$ cat config.mk
export PLATFORM = sky130hd
export DESIGN_NAME = wb_arbiter_2m
export DESIGN_NICKNAME = d
export VERILOG_FILES = /design/src/rtl/wb_arb_pkg.sv /design/src/rtl/wb_arb_pick.sv /design/src/rtl/wb_arbiter_2m.sv
export SDC_FILE = /design/constraint.sdc
export NUM_CORES = 1
export LEC_CHECK = 0
export CORE_AREA = 2 2 120 122
export CTS_CLUSTER_SIZE = 20
export DETAILED_ROUTE_END_ITERATION = 16
export DIE_AREA = 0 0 122 124
export PLACE_DENSITY_LB_ADDON = 0.2
export SYNTH_ARGS = -nofsm -noshare
export SYNTH_HDL_FRONTEND = slang
export SYNTH_SLANG_ARGS = --single-unit
$ cat constraint.sdc
create_clock -name clock -period 2.3 [get_ports clock]
set_clock_uncertainty 0.1 [all_clocks]
set_input_delay 0.575 -clock clock [delete_from_list [all_inputs] [get_ports clock]]
set_output_delay 0.575 -clock clock [all_outputs]
set_load 0.005 [all_outputs]
$ cat src/rtl/wb_arb_pkg.sv
// Shared encodings for the two-master Wishbone arbiter: FSM state values and master indices.
package wb_arb_pkg;

  typedef enum logic [1:0] {
    IDLE = 2'd0,
    GNT0 = 2'd1,
    GNT1 = 2'd2
  } arb_state_t;

  localparam logic M0 = 1'b0;
  localparam logic M1 = 1'b1;

endpackage

$ cat src/rtl/wb_arb_pick.sv
// Next-grant selector for wb_arbiter_2m; holds the whole priority policy.
// WB_ARB_FIXED_PRIO_EN: m0 always wins a tie in IDLE and `last` is ignored.
module wb_arb_pick
  import wb_arb_pkg::*;
(
  input  logic [1:0] req,
  input  logic       last,
  input  arb_state_t state,
  output arb_state_t state_nxt
);

  logic tie_to_m1;

`ifdef WB_ARB_FIXED_PRIO_EN
  logic unused_last;
  assign unused_last = last;
  assign tie_to_m1   = 1'b0;
`else
  assign tie_to_m1 = (last == M0);
`endif

  // The holder is never pre-empted; on release the other requester takes over directly.
  always_comb begin
    state_nxt = IDLE;
    case (state)
      IDLE: begin
        if (req[0] && req[1]) state_nxt = tie_to_m1 ? GNT1 : GNT0;
        else if (req[0])      state_nxt = GNT0;
        else if (req[1])      state_nxt = GNT1;
        else                  state_nxt = IDLE;
      end
      GNT0: begin
        if (req[0])      state_nxt = GNT0;
        else if (req[1]) state_nxt = GNT1;
        else             state_nxt = IDLE;
      end
      GNT1: begin
        if (req[1])      state_nxt = GNT1;
        else if (req[0]) state_nxt = GNT0;
        else             state_nxt = IDLE;
      end
      default: state_nxt = IDLE;
    endcase
  end

endmodule

$ cat src/rtl/wb_arbiter_2m.sv
// Two-master to one-slave classic Wishbone arbiter; grant held while the owner keeps cyc high.
// Build option WB_ARB_FIXED_PRIO_EN selects fixed m0 priority instead of round-robin.
//
// state | meaning
// IDLE  | no grant, slave bus parked at zero
// GNT0  | m0 owns the slave bus
// GNT1  | m1 owns the slave bus
module wb_arbiter_2m
  import wb_arb_pkg::*;
#(
  parameter int addr_width   = 32,
  parameter int data_width   = 32,
  parameter int strobe_width = data_width / 8
) (
  input  logic                    clock,
  input  logic                    reset,

  input  logic [addr_width-1:0]   m0_wb_adr,
  input  logic [data_width-1:0]   m0_wb_datwr,
  output logic [data_width-1:0]   m0_wb_datrd,
  input  logic                    m0_wb_we,
  input  logic                    m0_wb_stb,
  input  logic                    m0_wb_cyc,
  input  logic [strobe_width-1:0] m0_wb_sel,
  output logic                    m0_wb_ack,

  input  logic [addr_width-1:0]   m1_wb_adr,
  input  logic [data_width-1:0]   m1_wb_datwr,
  output logic [data_width-1:0]   m1_wb_datrd,
  input  logic                    m1_wb_we,
  input  logic                    m1_wb_stb,
  input  logic                    m1_wb_cyc,
  input  logic [strobe_width-1:0] m1_wb_sel,
  output logic                    m1_wb_ack,

  output logic [addr_width-1:0]   s_wb_adr,
  output logic [data_width-1:0]   s_wb_datwr,
  input  logic [data_width-1:0]   s_wb_datrd,
  output logic                    s_wb_we,
  output logic                    s_wb_stb,
  output logic                    s_wb_cyc,
  output logic [strobe_width-1:0] s_wb_sel,
  input  logic                    s_wb_ack
);

  arb_state_t state;
  arb_state_t state_nxt;
  logic       last;

  wb_arb_pick u_pick (
    .req       ({m1_wb_cyc, m0_wb_cyc}),
    .last      (last),
    .state     (state),
    .state_nxt (state_nxt)
  );

  always_ff @(posedge clock) begin
    if (reset) state <= IDLE;
    else       state <= state_nxt;
  end

`ifdef WB_ARB_FIXED_PRIO_EN
  assign last = M1;
`else
  always_ff @(posedge clock) begin
    if (reset)                  last <= M1;
    else if (state_nxt == GNT0) last <= M0;
    else if (state_nxt == GNT1) last <= M1;
  end
`endif

  // Reset gates the bus immediately so a transfer in flight is abandoned in the same cycle.
  always_comb begin
    s_wb_adr   = '0;
    s_wb_datwr = '0;
    s_wb_we    = 1'b0;
    s_wb_stb   = 1'b0;
    s_wb_cyc   = 1'b0;
    s_wb_sel   = '0;
    m0_wb_ack  = 1'b0;
    m1_wb_ack  = 1'b0;
    if (!reset) begin
      case (state)
        GNT0: begin
          s_wb_adr   = m0_wb_adr;
          s_wb_datwr = m0_wb_datwr;
          s_wb_we    = m0_wb_we;
          s_wb_stb   = m0_wb_stb;
          s_wb_cyc   = m0_wb_cyc;
          s_wb_sel   = m0_wb_sel;
          m0_wb_ack  = s_wb_ack;
        end
        GNT1: begin
          s_wb_adr   = m1_wb_adr;
          s_wb_datwr = m1_wb_datwr;
          s_wb_we    = m1_wb_we;
          s_wb_stb   = m1_wb_stb;
          s_wb_cyc   = m1_wb_cyc;
          s_wb_sel   = m1_wb_sel;
          m1_wb_ack  = s_wb_ack;
        end
        default: ;
      endcase
    end
  end

  assign m0_wb_datrd = s_wb_datrd;
  assign m1_wb_datrd = s_wb_datrd;

endmodule
Yosys cells after proc, flatten, opt, wreduce, memory -nomap -nowiden
Cells that the tools add are included.
{"block": "totals", "reg_bits": 3, "in_bits": 177, "out_inout_bits": 137, "word_cells": 34}
{"block": "classes", "n_mux": 25, "n_eq_ne": 4, "n_reduce_logical": 3}
{"operator": "one-hot mux 32 bit (2 select lines)", "count": 2}
{"operator": "2-to-1 mux 32 bit", "count": 2}
{"operator": "2-to-1 mux 1 bit", "count": 10}
{"operator": "2-to-1 mux 2 bit", "count": 5}
{"operator": "one-hot mux 4 bit (2 select lines)", "count": 1}
{"operator": "one-hot mux 1 bit (2 select lines)", "count": 3}
{"operator": "one-hot mux 2 bit (3 select lines)", "count": 1}
{"operator": "== test 2 x 1 -> 1 bit, second input constant", "count": 2}
{"operator": "== test 2 bit, second input constant", "count": 2}
{"operator": "2-to-1 mux 4 bit", "count": 1}
{"operator": "logical NOT 2 bit", "count": 1}
{"operator": "nonzero test 2 bit", "count": 1}
{"operator": "logical AND 1 bit", "count": 1}

Longest topological paths before layout
{"block": "depth", "word_depth": 7, "mapped_depth": 8, "ltp_nobuf": 7}

Modules after synthesis
From an unflattened synthesis, not the netlist that was laid out.
{"block": "hier_totals", "cells_unflattened": 254, "area_unflattened_um2": 1694.1}
{"mod": "wb_arbiter_2m", "seq_area_each_um2": 60.1, "area_per_inst_um2": 1647.8, "n_inst": 1, "cells_per_inst": 247}
{"mod": "wb_arb_pick", "seq_area_each_um2": 0.0, "area_per_inst_um2": 46.3, "n_inst": 1, "cells_per_inst": 7}

Worst setup path after synthesis
Ideal clock, no wire load.
{"block": "synth_path", "path_type": "input to register", "from": "in m1_wb_cyc", "to": "reg last", "path_slack_ns": 0.411, "n_path_buf": 0, "t_required_ns": 2.086, "cell_stages": 5, "arrival_time_ns": 1.675, "setup_time_ns": 0.114, "cell_sequence": "nor2b_1 -> a2111oi_1 -> ha_1 -> nand2b_1 -> a21o_1"}
{"block": "synth_between", "word_cells_on_any_way": 10, "cone_classes": "eq/ne: 2; mux: 6; reduce/logical: 2"}
{"item": "from (decl)", "line_no": "wb_arbiter_2m.sv:32", "rtl": "input logic m1_wb_cyc,"}
{"item": "logical AND 1 bit", "line_no": "wb_arb_pick.sv:27", "rtl": "if (req[0] && req[1]) state_nxt = tie_to_m1 ? GNT1 : GNT0;"}
{"item": "2-to-1 mux 2 bit", "line_no": "wb_arb_pick.sv:27"}
{"item": "one-hot mux 2 bit (3 select lines) *", "line_no": "wb_arb_pick.sv:25", "rtl": "case (state)"}
{"item": "via state_nxt[0]", "line_no": "wb_arbiter_2m.sv:47", "rtl": "arb_state_t state_nxt;"}
{"item": "== test 2 x 1 -> 1 bit or == test 2 bit (tied branches)", "line_no": "wb_arbiter_2m.sv:67, wb_arbiter_2m.sv:68"}
{"item": "2-to-1 mux 1 bit or nonzero test 2 bit (tied branches)"}
{"item": "to (signal assigned)", "line_no": "wb_arbiter_2m.sv:66", "rtl": "if (reset) last <= M1;"}
{"item": "to (signal assigned)", "line_no": "wb_arbiter_2m.sv:67", "rtl": "else if (state_nxt == GNT0) last <= M0;"}
{"item": "to (signal assigned)", "line_no": "wb_arbiter_2m.sv:68", "rtl": "else if (state_nxt == GNT1) last <= M1;"}
{"item": "to (decl)", "line_no": "wb_arbiter_2m.sv:48", "rtl": "logic last;"}
Mark *: on every way through the listed nets, which the timed path passes. The rest lies on a longest branch.
A chain may end at the register's enable or synchronous reset.

Worst setup path after layout
{"block": "layout_path", "from": "reg state[1]", "to": "out s_wb_adr[10]"}
{"block": "layout_between", "elab_chain_cells": 3, "word_cells_on_any_way": 4, "cone_classes": "eq/ne: 2; mux: 2"}
{"item": "from (decl)", "line_no": "wb_arbiter_2m.sv:46", "rtl": "arb_state_t state;"}
{"item": "from (signal assigned)", "line_no": "wb_arbiter_2m.sv:59", "rtl": "else state <= state_nxt;"}
{"item": "== test 2 bit or == test 2 x 1 -> 1 bit (tied branches)", "line_no": "wb_arbiter_2m.sv:83", "rtl": "case (state)"}
{"item": "one-hot mux 32 bit (2 select lines) *", "line_no": "wb_arbiter_2m.sv:83"}
{"item": "2-to-1 mux 32 bit *", "line_no": "wb_arbiter_2m.sv:82", "rtl": "if (!reset) begin"}
{"item": "to (decl)", "line_no": "wb_arbiter_2m.sv:36", "rtl": "output logic [addr_width-1:0] s_wb_adr,"}
Mark *: on every way between the ends. The rest lies on a longest branch, timed or not.

==> flow_summary_export.csv <==
group,metric,value,unit
run_status,status,"complete, no violations",
timing,final.period_utilization,0.985,
synth,ys_seq_area_frac,0.0358,
synth,synth-warning-count,0,
worst_setup_path,crit_path_max_fo,10,
drt,drt_iter0_drc,91,
timing,period_minus_slack,2.27,ns
timing,setup-violations-final,0,
pwr,worst_ir_drop_vdd,0.264,mV
timing,relSlewSlack,0.800,
pwr,seq_power_share,0.057,
place,place_worst_setup_slack,-0.528,ns
clocking,cts.sinks,3,
worst_setup_path,timing.critical_path.slowest_cell_delay,0.35,ns
worst_setup_path,start_kind,"flop",
clocking,cts_tree,"yes",
worst_setup_path,critical_path.slowest_cell,"sky130_fd_sc_hd__dfxtp_4",
synth,syn-instance-count,259,
synth,post_synth_instance_area,1680,sq um
layout,diodes,0,
pwr,switchingPower,353,uW
synth,yosysTopAreaCell,"sky130_fd_sc_hd__a22oi_1",
hold_path,timing.hold.worst_path_depth,2,
global_route,grt_max_degree,36,
layout,layout.cells.most_common,"sky130_fd_sc_hd__clkdlybuf4s50_1",
hold_path,worstHoldStart,"last",
worst_setup_path,cp.buffers_inverters,3,
place,buffer_ports.inserted,217,
pwr,cellInternalPower,755,uW
worst_setup_path,regToRegEndpoint,"last",
timing,layout_setup_ws,0.0344,ns
drt,drt_pre_antenna_iters,4,
clocking,htree_num_levels,1,
floorplanning,io_pins,314,
synth,synth.top_cells.by_area,"sky130_fd_sc_hd__a22oi_1, sky130_fd_sc_hd__buf_4, sky130_fd_sc_hd__nor2_1",
worst_setup_path,cp_top_family,"buffers and inverters",
floorplanning,chip_width,122,um
pwr,pwr-share-clk,0.253,
synth,synth.ff_latch_count,3,
synth,mappedNetlistNets,441,
synth,post-synth-top-area-fraction,0.318,
clocking,cts_buffers,3,
global_route,groute.layer.met3.usage,0.0215,
drt,ant_nets,0,
worst_setup_path,category_of_the_critical_setup_timing_path,"reg -> out",
worst_setup_path,timing.reg2reg.worst_path_depth,8,
layout,multi_input_area,1210,sq um
drt,vias_per_cell,4.11,
floorplanning,core.rowCount,43,
timing,final_number_of_max_transition_violations,0,
place,place.gp.congestion,0.799,
clocking,root_buffer,"sky130_fd_sc_hd__clkbuf_16",
timing,final_hold_viol_count,0,
drt,route.detailed.wl_per_inst,17.4,um
pwr,power.combinational.fraction,0.691,
pwr,power.share.switching,0.319,
worst_setup_path,required,1.62,ns
clocking,ctsLongestPathBuffers,2,
hold_path,worst_hold_path_type,"reg -> reg",
pwr,power_density,276,nW/um^2
run,timing.max_cap.violations,0,
layout,design.final.nets,599,
worst_setup_path,cp-end-kind,"output port",
place,dp_cells,579,
pwr,leakagePower,1.53,nW
drt,drcViolationCount,0,
layout,final_cell_count_no_fill,596,
global_route,grtUsageTotal,0.124,
clocking,path_clk_slew,0.03,ns
place,place.detailed.hpwl,6630,um
synth,mean_area_per_synthesized_cell,6.48,sq um
global_route,grt_overflow,0,
layout,layout.cell_area.non_filler,4020,sq um
worst_setup_path,crit_chain,"buf_4 > ha_4 > bufbuf_16 > a22oi_2 > nor2_4 > clkdlybuf4s15_2",
worst_setup_path,setup_slack_reg_to_reg,0.06,ns
global_route,grt_busiest_layer,"met2",
drt,vias,2449,
layout,syn2layout_area_growth,140,%
layout,layout_common_cells,"sky130_fd_sc_hd__clkdlybuf4s50_1, sky130_fd_sc_hd__a22oi_1, sky130_fd_sc_hd__buf_2",
layout,final_layout_size_suffix_gt1_frac,0.334,
hold_path,worstHoldEndpoint,"state[0]",
timing,max_freq,441,MHz
timing,tightest_slew,0.300,ns
synth,synth_cell_type_count,18,
global_route,globalRouteMet1Util,0.143,
timing,grt_setup_unrepaired,"true",
global_route,globalRouteMet2Util,0.232,
global_route,number_of_global_route_vias_before_repair,2508,
pwr,report.power.total,1.11,mW
floorplanning,start_util,0.122,
worst_setup_path,worst_ep_arrival_time,1.59,ns
floorplanning,die_area,15100,sq um
clocking,clk_latency,0.23,ns
layout,regArea,67.6,sq um
floorplanning,die_y,124,um
drt,detail_route.wirelength,10300,um
place,placement.cell_area,3630,sq um
global_route,grt_first_pass_wirelength,14200,um
global_route,antenna_found_initial,0,
layout,fillCellCount,1495,
floorplanning,core-area,13700,sq um
worst_setup_path,timing.rr.start,"state[1]",
## power by group through the flow
stage | combinational (mW) | sequential (mW) | clock, mW
2_1_floorplan | 0.305 | 0.0605 | 0
3_3_place_gp | 0.596 | 0.0614 | 0
3_5_place_dp | 0.598 | 0.0617 | 0
4_1_cts | 0.784 | 0.0625 | 0.286
5_1_grt | 0.824 | 0.0637 | 0.291
6_report | 0.766 | 0.0628 | 0.280
## how the worst max path moves through the flow
stage | from | end | slack, ns | cells after the start
CTS | state[0] | s_wb_sel[1] | -0.02 | 8
finish | state[1] | s_wb_adr[10] | 0.03 | 6
floorplan | m1_wb_cyc | last | 0.41 | 5
global placement | reset | s_wb_adr[27] | -0.52 | 5
detailed placement | reset | s_wb_adr[27] | -0.53 | 5
global route | state[1] | s_wb_datwr[30] | -0.03 | 6
## sequential cells by signal (all words and copies together) (netlist names)
register  cells
state         2
last          1
## area by class of cell
cell class	instances	area share
repair buffers	241	0.602
multi-input cells	164	0.301
well taps	180	0.0560
clock buffers	4	0.0196
flip-flops and latches	3	0.0168
inverters	4	0.00498
## synthesized netlist by cell type, drive strengths merged
master	instances
or3b	2
and3b	2
a211oi	2
ha	5
nand2b	4
nand2	1
buf	88
dfxtp	3
a2111o	1
a2111oi	1
a21o	1
nor2b	2
inv	4
nor2	71
a22oi	71
nor3	1
## logic make-up after synthesis
group | after synthesis | synth area share
DFF | 3 | 0.0358
and+or+nand+nor | 83 | 0.210
adders and majority gates | 5 | 0.0373
buffers and inverters | 92 | 0.370
AOI/OAI and AO/OA | 76 | 0.347
## worst min-delay path, delay by kind of cell, from the launching register on
family	cells	cell delay (ns)
and+or+nand+nor	1	0.10
DFF	1	0.31
AOI/OAI and AO/OA	1	0.07
## metal layers
layer,wire [um],vias to the layer above
met1,3920,1139
li1,-,1166
met5,0,-
met4,265,0
met3,718,30
met2,5440,114
## what timing repair did
action	4_1_cts	5_1_grt
pin swaps	3	1
setup endpoints to repair	73	41
setup buffers	6	0
cloned	11	0
hold buffers	0	0
gates resized for setup	269	34
## stage by stage
stage               setup TNS, ns  hold slack (ns)   util
CTS                       -0.0707            0.407  0.298
finish                          0            0.422  0.293
detailed placement         -30.50            0.411  0.265
floorplan                       0            0.373      -
global route               -0.196            0.449  0.293
global placement           -29.89            0.405  0.265
(Power assumes the default switching activity.)
